**src/rtl/fb_capture_sequencer_if.sv**
```systemverilog
// Signal bundle between the frame-buffer sequencer and its camera, BRAM and LCD neighbours.
// slave is the sequencer; master is whatever drives the camera/LCD side.
interface fb_capture_sequencer_if #(
    parameter int ADDR_W = 18,
    parameter int PIX_W  = 4
);
    logic              cam_vsync;
    logic              cam_href;
    logic [7:0]        cam_pix;
    logic              disp_frame_start;
    logic              disp_active;
    logic              wr_en;
    logic [ADDR_W-1:0] wr_addr;
    logic [PIX_W-1:0]  wr_data;
    logic [ADDR_W-1:0] rd_addr;
    logic              rd_valid;
    logic [1:0]        state;
    logic              frame_done;
    logic              overrun;

    modport master (
        output cam_vsync, cam_href, cam_pix, disp_frame_start, disp_active,
        input  wr_en, wr_addr, wr_data, rd_addr, rd_valid, state, frame_done, overrun
    );

    modport slave (
        input  cam_vsync, cam_href, cam_pix, disp_frame_start, disp_active,
        output wr_en, wr_addr, wr_data, rd_addr, rd_valid, state, frame_done, overrun
    );
endinterface

```
**src/rtl/fb_capture_sequencer.sv**
```systemverilog
// Captures one camera frame into the shared BRAM, then serves panned/wrapped reads to the LCD
// and re-arms capture every REFRESH_FRAMES display frames.
//   state     | meaning
//   S_IDLE    | just out of reset, moves to S_ARM next cycle
//   S_ARM     | write counter cleared, waiting for camera VSYNC fall
//   S_CAPTURE | writing camera pixels on href; VSYNC rise aborts to S_ARM
//   S_DISPLAY | buffer owned by the LCD read side
module fb_capture_sequencer #(
    parameter int IMG_W          = 640,
    parameter int IMG_H          = 294,
    parameter int ADDR_W         = 18,
    parameter int PIX_W          = 4,
    parameter int H_OFS          = 380,
    parameter int V_OFS          = 145,
    parameter int REFRESH_FRAMES = 60
) (
    input logic                    PixelClk,
    input logic                    temp_reset,
    fb_capture_sequencer_if.slave  io_seq
);
    typedef enum logic [1:0] {
        S_IDLE    = 2'd0,
        S_ARM     = 2'd1,
        S_CAPTURE = 2'd2,
        S_DISPLAY = 2'd3
    } state_t;

    localparam logic [ADDR_W-1:0] C_IMG_W   = ADDR_W'(IMG_W);
    localparam logic [ADDR_W-1:0] C_LAST    = ADDR_W'(IMG_W * IMG_H - 1);
    localparam logic [ADDR_W-1:0] C_COL_MAX = ADDR_W'(IMG_W - 1);
    localparam logic [ADDR_W-1:0] C_ROW_MAX = ADDR_W'(IMG_H - 1);
    localparam logic [ADDR_W-1:0] C_H_OFS   = ADDR_W'(H_OFS);
    localparam logic [ADDR_W-1:0] C_V_OFS   = ADDR_W'(V_OFS);
    localparam logic [31:0]       C_REFRESH = 32'(REFRESH_FRAMES);

    state_t            r_state, w_state_nxt;
    logic              r_vs_q, r_act_q;
    logic              r_wr_en, w_wr_en_nxt;
    logic [ADDR_W-1:0] r_wr_addr, w_wr_addr_nxt;
    logic [PIX_W-1:0]  r_wr_data, w_wr_data_nxt;
    logic [ADDR_W-1:0] r_wr_cnt, w_wr_cnt_nxt;
    logic [ADDR_W-1:0] r_rd_addr, w_rd_addr_nxt;
    logic              r_rd_valid, w_rd_valid_nxt;
    logic              r_frame_done, w_frame_done_nxt;
    logic              r_overrun, w_overrun_nxt;
    logic [31:0]       r_fr_cnt, w_fr_cnt_nxt;
    logic [ADDR_W-1:0] r_row, w_row_nxt;
    logic [ADDR_W-1:0] r_col, w_col_nxt;

    logic w_vs_fall, w_vs_rise, w_act_fall;
    logic w_unused_pix;

    assign w_vs_fall    = r_vs_q & ~io_seq.cam_vsync;
    assign w_vs_rise    = ~r_vs_q & io_seq.cam_vsync;
    assign w_act_fall   = r_act_q & ~io_seq.disp_active;
    assign w_unused_pix = ^io_seq.cam_pix[7-PIX_W:0];

    always_ff @(posedge PixelClk or posedge temp_reset) begin
        if (temp_reset) begin
            r_state      <= S_IDLE;
            r_vs_q       <= 1'b0;
            r_act_q      <= 1'b0;
            r_wr_en      <= 1'b0;
            r_wr_addr    <= '0;
            r_wr_data    <= '0;
            r_wr_cnt     <= '0;
            r_rd_addr    <= '0;
            r_rd_valid   <= 1'b0;
            r_frame_done <= 1'b0;
            r_overrun    <= 1'b0;
            r_fr_cnt     <= '0;
            r_row        <= '0;
            r_col        <= '0;
        end else begin
            r_state      <= w_state_nxt;
            r_vs_q       <= io_seq.cam_vsync;
            r_act_q      <= io_seq.disp_active;
            r_wr_en      <= w_wr_en_nxt;
            r_wr_addr    <= w_wr_addr_nxt;
            r_wr_data    <= w_wr_data_nxt;
            r_wr_cnt     <= w_wr_cnt_nxt;
            r_rd_addr    <= w_rd_addr_nxt;
            r_rd_valid   <= w_rd_valid_nxt;
            r_frame_done <= w_frame_done_nxt;
            r_overrun    <= w_overrun_nxt;
            r_fr_cnt     <= w_fr_cnt_nxt;
            r_row        <= w_row_nxt;
            r_col        <= w_col_nxt;
        end
    end

    always_comb begin
        w_state_nxt      = r_state;
        w_wr_en_nxt      = 1'b0;
        w_wr_addr_nxt    = r_wr_addr;
        w_wr_data_nxt    = r_wr_data;
        w_wr_cnt_nxt     = r_wr_cnt;
        w_rd_addr_nxt    = r_rd_addr;
        w_rd_valid_nxt   = 1'b0;
        w_frame_done_nxt = 1'b0;
        w_overrun_nxt    = r_overrun;
        w_fr_cnt_nxt     = r_fr_cnt;
        w_row_nxt        = r_row;
        w_col_nxt        = r_col;
        case (r_state)
            S_IDLE: begin
                w_wr_cnt_nxt = '0;
                w_state_nxt  = S_ARM;
            end
            S_ARM: begin
                w_wr_cnt_nxt = '0;
                if (w_vs_fall) w_state_nxt = S_CAPTURE;
            end
            S_CAPTURE: begin
                // A new VSYNC means the camera started another frame before ours finished.
                if (w_vs_rise) begin
                    w_overrun_nxt = 1'b1;
                    w_state_nxt   = S_ARM;
                end else if (io_seq.cam_href) begin
                    w_wr_en_nxt   = 1'b1;
                    w_wr_addr_nxt = r_wr_cnt;
                    w_wr_data_nxt = io_seq.cam_pix[7 -: PIX_W];
                    w_wr_cnt_nxt  = r_wr_cnt + 1'b1;
                    if (r_wr_cnt == C_LAST) begin
                        w_frame_done_nxt = 1'b1;
                        w_fr_cnt_nxt     = '0;
                        w_state_nxt      = S_DISPLAY;
                    end
                end
            end
            S_DISPLAY: begin
                if (io_seq.disp_active) begin
                    w_rd_addr_nxt  = r_row * C_IMG_W + r_col;
                    w_rd_valid_nxt = 1'b1;
                    w_col_nxt      = (r_col == C_COL_MAX) ? '0 : r_col + 1'b1;
                end
                // Frame start overrides any line-end bookkeeping in the same cycle.
                if (io_seq.disp_frame_start) begin
                    w_row_nxt    = C_V_OFS;
                    w_col_nxt    = C_H_OFS;
                    w_fr_cnt_nxt = r_fr_cnt + 32'd1;
                    if (REFRESH_FRAMES != 0 && (r_fr_cnt + 32'd1) == C_REFRESH)
                        w_state_nxt = S_ARM;
                end else if (w_act_fall) begin
                    w_row_nxt = (r_row == C_ROW_MAX) ? '0 : r_row + 1'b1;
                    w_col_nxt = C_H_OFS;
                end
            end
            default: w_state_nxt = S_IDLE;
        endcase
    end

    assign io_seq.wr_en      = r_wr_en;
    assign io_seq.wr_addr    = r_wr_addr;
    assign io_seq.wr_data    = r_wr_data;
    assign io_seq.rd_addr    = r_rd_addr;
    assign io_seq.rd_valid   = r_rd_valid;
    assign io_seq.state      = r_state;
    assign io_seq.frame_done = r_frame_done;
    assign io_seq.overrun    = r_overrun;
endmodule
```
**src/flat_wrapper.sv**
```systemverilog
// flat-port wrapper written by rule: the top's interface ports become plain ports
module fb_capture_sequencer_flat 
#(
    parameter int IMG_W          = 640,
    parameter int IMG_H          = 294,
    parameter int ADDR_W         = 18,
    parameter int PIX_W          = 4,
    parameter int H_OFS          = 380,
    parameter int V_OFS          = 145,
    parameter int REFRESH_FRAMES = 60
)
  (PixelClk, temp_reset, io_seq_cam_vsync, io_seq_cam_href, io_seq_cam_pix, io_seq_disp_frame_start, io_seq_disp_active, io_seq_wr_en, io_seq_wr_addr, io_seq_wr_data, io_seq_rd_addr, io_seq_rd_valid, io_seq_state, io_seq_frame_done, io_seq_overrun);
  fb_capture_sequencer_if #(.ADDR_W(ADDR_W), .PIX_W(PIX_W)) io_seq_i ();
  input logic PixelClk;
  input logic temp_reset;
  input wire logic [$bits(io_seq_i.cam_vsync)-1:0] io_seq_cam_vsync;
  input wire logic [$bits(io_seq_i.cam_href)-1:0] io_seq_cam_href;
  input wire logic [$bits(io_seq_i.cam_pix)-1:0] io_seq_cam_pix;
  input wire logic [$bits(io_seq_i.disp_frame_start)-1:0] io_seq_disp_frame_start;
  input wire logic [$bits(io_seq_i.disp_active)-1:0] io_seq_disp_active;
  output wire logic [$bits(io_seq_i.wr_en)-1:0] io_seq_wr_en;
  output wire logic [$bits(io_seq_i.wr_addr)-1:0] io_seq_wr_addr;
  output wire logic [$bits(io_seq_i.wr_data)-1:0] io_seq_wr_data;
  output wire logic [$bits(io_seq_i.rd_addr)-1:0] io_seq_rd_addr;
  output wire logic [$bits(io_seq_i.rd_valid)-1:0] io_seq_rd_valid;
  output wire logic [$bits(io_seq_i.state)-1:0] io_seq_state;
  output wire logic [$bits(io_seq_i.frame_done)-1:0] io_seq_frame_done;
  output wire logic [$bits(io_seq_i.overrun)-1:0] io_seq_overrun;
  assign io_seq_i.cam_vsync = io_seq_cam_vsync;
  assign io_seq_i.cam_href = io_seq_cam_href;
  assign io_seq_i.cam_pix = io_seq_cam_pix;
  assign io_seq_i.disp_frame_start = io_seq_disp_frame_start;
  assign io_seq_i.disp_active = io_seq_disp_active;
  assign io_seq_wr_en = io_seq_i.wr_en;
  assign io_seq_wr_addr = io_seq_i.wr_addr;
  assign io_seq_wr_data = io_seq_i.wr_data;
  assign io_seq_rd_addr = io_seq_i.rd_addr;
  assign io_seq_rd_valid = io_seq_i.rd_valid;
  assign io_seq_state = io_seq_i.state;
  assign io_seq_frame_done = io_seq_i.frame_done;
  assign io_seq_overrun = io_seq_i.overrun;
  fb_capture_sequencer #(.IMG_W(IMG_W), .IMG_H(IMG_H), .ADDR_W(ADDR_W), .PIX_W(PIX_W), .H_OFS(H_OFS), .V_OFS(V_OFS), .REFRESH_FRAMES(REFRESH_FRAMES)) u_core (.PixelClk(PixelClk), .temp_reset(temp_reset), .io_seq(io_seq_i));
endmodule
```
**config.mk**
```make
export PLATFORM = sky130hd
export DESIGN_NAME = fb_capture_sequencer_flat
export DESIGN_NICKNAME = d
export VERILOG_FILES = /design/src/rtl/fb_capture_sequencer_if.sv /design/src/rtl/fb_capture_sequencer.sv /design/src/flat_wrapper.sv
export SDC_FILE = /design/constraint.sdc
export NUM_CORES = 1
export LEC_CHECK = 0
export ABC_AREA = 1
export BUFFER_PORTS_ARGS = -buffer_cell sky130_fd_sc_hd__buf_2
export CAP_MARGIN = 20
export CORE_AREA = 4 4 142 178
export CTS_CLUSTER_SIZE = 28
export DETAILED_ROUTE_END_ITERATION = 10
export DIE_AREA = 0 0 146 182
export PLACE_DENSITY = 0.5
export SYNTH_ARGS = -nofsm -noshare
export SYNTH_HDL_FRONTEND = slang
export SYNTH_SLANG_ARGS = --single-unit
```
**constraint.sdc**
```tcl
create_clock -name PixelClk -period 5.5 [get_ports PixelClk]
set_input_delay 1.1 -clock PixelClk [delete_from_list [all_inputs] [get_ports PixelClk]]
set_output_delay 1.1 -clock PixelClk [all_outputs]
set_load 0.02 [all_outputs]
```
==> metrics.md <==
| Metric | Value |
|---|---|
| Xor/xnor share of the synthesized area | `approximately 3.2%` |
| Worst Hold Class | `register to register` |
| Final Hold Viols | `0` |
| Critical path class | `register to register` |
| DRT antenna net count | `0` |
| FFs w/ async S/R, synth | `100%` |
| Post-CTS Setup Bufs | `0` |
| Num Clock Sinks | `134` |
| Wire length per cell | `14.3 µm` |
| Seq/Total Area, Yosys | `~42%` |
| Die Span Y | `182 µm` |
| Post-synthesis simple-gate area fraction | `30.1%` |
| Final Util | `38.8%` |
| Slew headroom | `37.0%` |
| Post-DP HPWL | `approximately 15 mm` |
| MaxCap Viol Count | `0` |
| Main combinational cell family by area after synthesis | `simple AND/OR/NAND/NOR gates` |
| Core area | `~0.024 mm²` |
| Overall Global Routing Usage | `15.7%` |
| CTS tree | `yes` |
| Initial antenna violation count | `0` |
| # H-tree levels | `4` |
| Fin. max-slew vios | `0` |
| Hold-fix buffers, CTS | `0` |
| Post-Synth Adder-Cell Area | `6.19%` |
| R2R setup slack | `1.88 ns` |
| Setup TNS | `0 ns` |
| Routed vias/inst | `just under 5` |
| CTS root buf | `clkbuf_16` |
| Syn Inst Count | `1038` |
| Crit path required time | `5.81 ns` |
| Tmin final | `around 3.6 ns` |
| WP data arrival | `3.93 ns` |
| RePlAce Congestion | `0.825` |
| Synth cell types | `43` |
| Largest net degree at the start of global routing | `104` |
| Fin nets | `1147` |
| Via count of the first global-routing pass | `6854` |
| Die X | `about 150 µm` |
| Mux cell area share after synthesis | `less than 1%` |
| Drt initial violations | `approximately 420` |
| Compound-Gate Fraction of Synth Area | `~11%` |
| First-pass GRT wire length | `33.8 mm` |
| Syn Area/Cell | `7.63 µm²` |
| LEAKAGE | `0.00433 µW` |
| CTS Buf Count | `17` |
| Grt ovf | `0` |
| Worst-case clock buffer depth | `2` |
| Ratio of cells with drive above 1 in the final layout | `12.2%` |
| Dpl cell area | `0.00849 mm²` |
| Mapped Area | `0.00792 mm²` |
| PortBufs | `55` |
| Initial Utilization | `33.6%` |
| IO Pins | `60` |
| Vias | `6819` |
| Drt drc | `0` |
| Most common cell after layout, fill and taps aside | `nand2_1` |
| Clock latency on the worst-skew pair | `0.43 ns` |
| Final setup violation count | `0` |
| PD cells | `431 mW/mm²` |
| Clock Pin Slew Worst Setup and Hold Paths | `0.06 ns` |
| #FFs+latches synth | `134` |
| Most frequent cells in the layout | `nand2_1, dfrtp_1, inv_1` |
| Critical Path Source Type | `register` |
| Number of flops mapped to enable cells by yosys | `0` |
| Post-route cell area | `~0.0091 mm²` |
| Peak VDD IR | `0.000221 V` |
| Yosys warning total | `0` |
| Ant diodes | `0` |
| FMAX | `0.276 GHz` |
| Setup Skew | `0.0150 ns` |
| DRT Pass-1 Iters | `5` |
| Area grow syn2layout | `15.3%` |
| Synthesized net count | `1090` |
| Worst Tran Pin Value | `approximately 0.94 ns` |
| Critical path endpoint category | `register` |
| Fin crit share | `65.8%` |
| Floorplan row count | `63` |
| Die ar. | `0.0266 mm²` |
| DRT Wirelength | `20.0 mm` |
| Run status | `completed` |
| Top fanout value on the critical path | `36` |
| CTS resizes | `0` |
| RSZ-0062 raised after global routing | `false` |
| Ys flop type | `dfrtp_1` |
-- cells by family (layout without fill, tap and decap cells) --
family | count (synthesis) | after routing
DFF | 134 | 134
adders and majority gates | 38 | 38
xor gates and xnor gates | 29 | 29
and+or+nand+nor | 533 | 533
muxes | 1 | 1
AOI/OAI and AO/OA | 154 | 154
buffers and inverters | 149 | 218
-- critical path, stage by stage (launching register included) --
cell and delay, ns:
dfrtp_1 0.44, inv_1 0.09, ha_1 0.36, inv_1 0.08
nor2_1 0.19, inv_1 0.11, nor2_1 0.71, clkinv_1 1.03
o31ai_1 0.49
-- cell type report --
type / instances / area (µm²)
repair buffers: 59 / 325
well taps: 292 / 365
inverters: 128 / 487
fillers: 2472 / 14400
clock buffers: 23 / 498
flip-flops and latches: 134 / 3350
multi-input cells: 755 / 3990
clock inverters: 8 / 120
-- Yosys cell counts (6+ instances only) --
library cell / n / share of area [%]
o21ai_0: 74 / 4.7
nor2_1: 100 / 4.7
a21oi_1: 40 / 2.5
nand2_2: 13 / 1.0
nand4_1: 11 / 0.87
xnor2_1: 6 / 0.66
a221oi_1: 6 / 0.66
ha_1: 36 / 5.7
clkbuf_1: 12 / 0.57
o22ai_1: 12 / 0.95
nand2_1: 267 / 13
o21ai_1: 6 / 0.38
nand3_1: 79 / 5.0
inv_1: 120 / 5.7
nor4_1: 6 / 0.47
nor3_1: 23 / 1.5
dfrtp_1: 134 / 42
nor3b_1: 7 / 0.66
nor2_2: 7 / 0.55
xor2_1: 23 / 2.5
-- power by group --
group / internal [µW] / total (µW) / switching, µW / leakage [µW]
clock: 768 / 1200 / 435 / 0.000301
combinational: 487 / 1400 / 914 / 0.00226
sequential: 1170 / 1330 / 157 / 0.00177
total: 2430 / 3930 / 1510 / 0.00433
-- state kept, by name (all words and copies together) (netlist names) --
signal and cells:
u_core.r_col 18, u_core.r_act_q 1, u_core.io_seq.rd_valid 1, u_core.io_seq.frame_done 1, u_core.io_seq.wr_data 4, u_core.r_fr_cnt 32, u_core.io_seq.wr_addr 18, u_core.io_seq.overrun 1
u_core.r_row 18, u_core.io_seq.rd_addr 18, u_core.r_vs_q 1, u_core.io_seq.state 2, u_core.r_wr_cnt 18, u_core.io_seq.wr_en 1
-- final timing paths --
check	endpoint	from	cells after the start
worst min-delay path	u_core.io_seq.wr_addr[12]	u_core.io_seq.wr_addr[12]	2
min in group asynchronous	u_core.io_seq.wr_en	temp_reset	2
worst max-delay path	u_core.r_wr_cnt[0]	u_core.io_seq.state[0]	8
worst min register to register	u_core.io_seq.wr_addr[12]	u_core.io_seq.wr_addr[12]	2
worst max register to register	u_core.r_wr_cnt[0]	u_core.io_seq.state[0]	8
max in group asynchronous	u_core.r_wr_cnt[12]	temp_reset	3
-- stage by stage --
step | hold WS (ns) | cells | worst slack (ns) | total power (µW)
final | 0.466 | 1399 | 1.88 | 3930
after global routing | 0.493 | 1399 | 1.32 | 4240
after CTS | 0.467 | 1398 | 1.81 | 4000
after detailed placement | 0.453 | 1367 | 1.48 | 2760
after global placement | 0.453 | 1367 | 1.52 | 2760
after floorplan | 0.444 | 1038 | 0.817 | 2370
-- layer usage --
layer / share of wire [%] / track usage [%]
met5: 0 / 0
met4: 1.4 / 5.38
met3: 2.2 / 2.92
met2: 51 / 28.4
met1: 45 / 18.6
No activity file was read; power rests on OpenSTA's default activity.
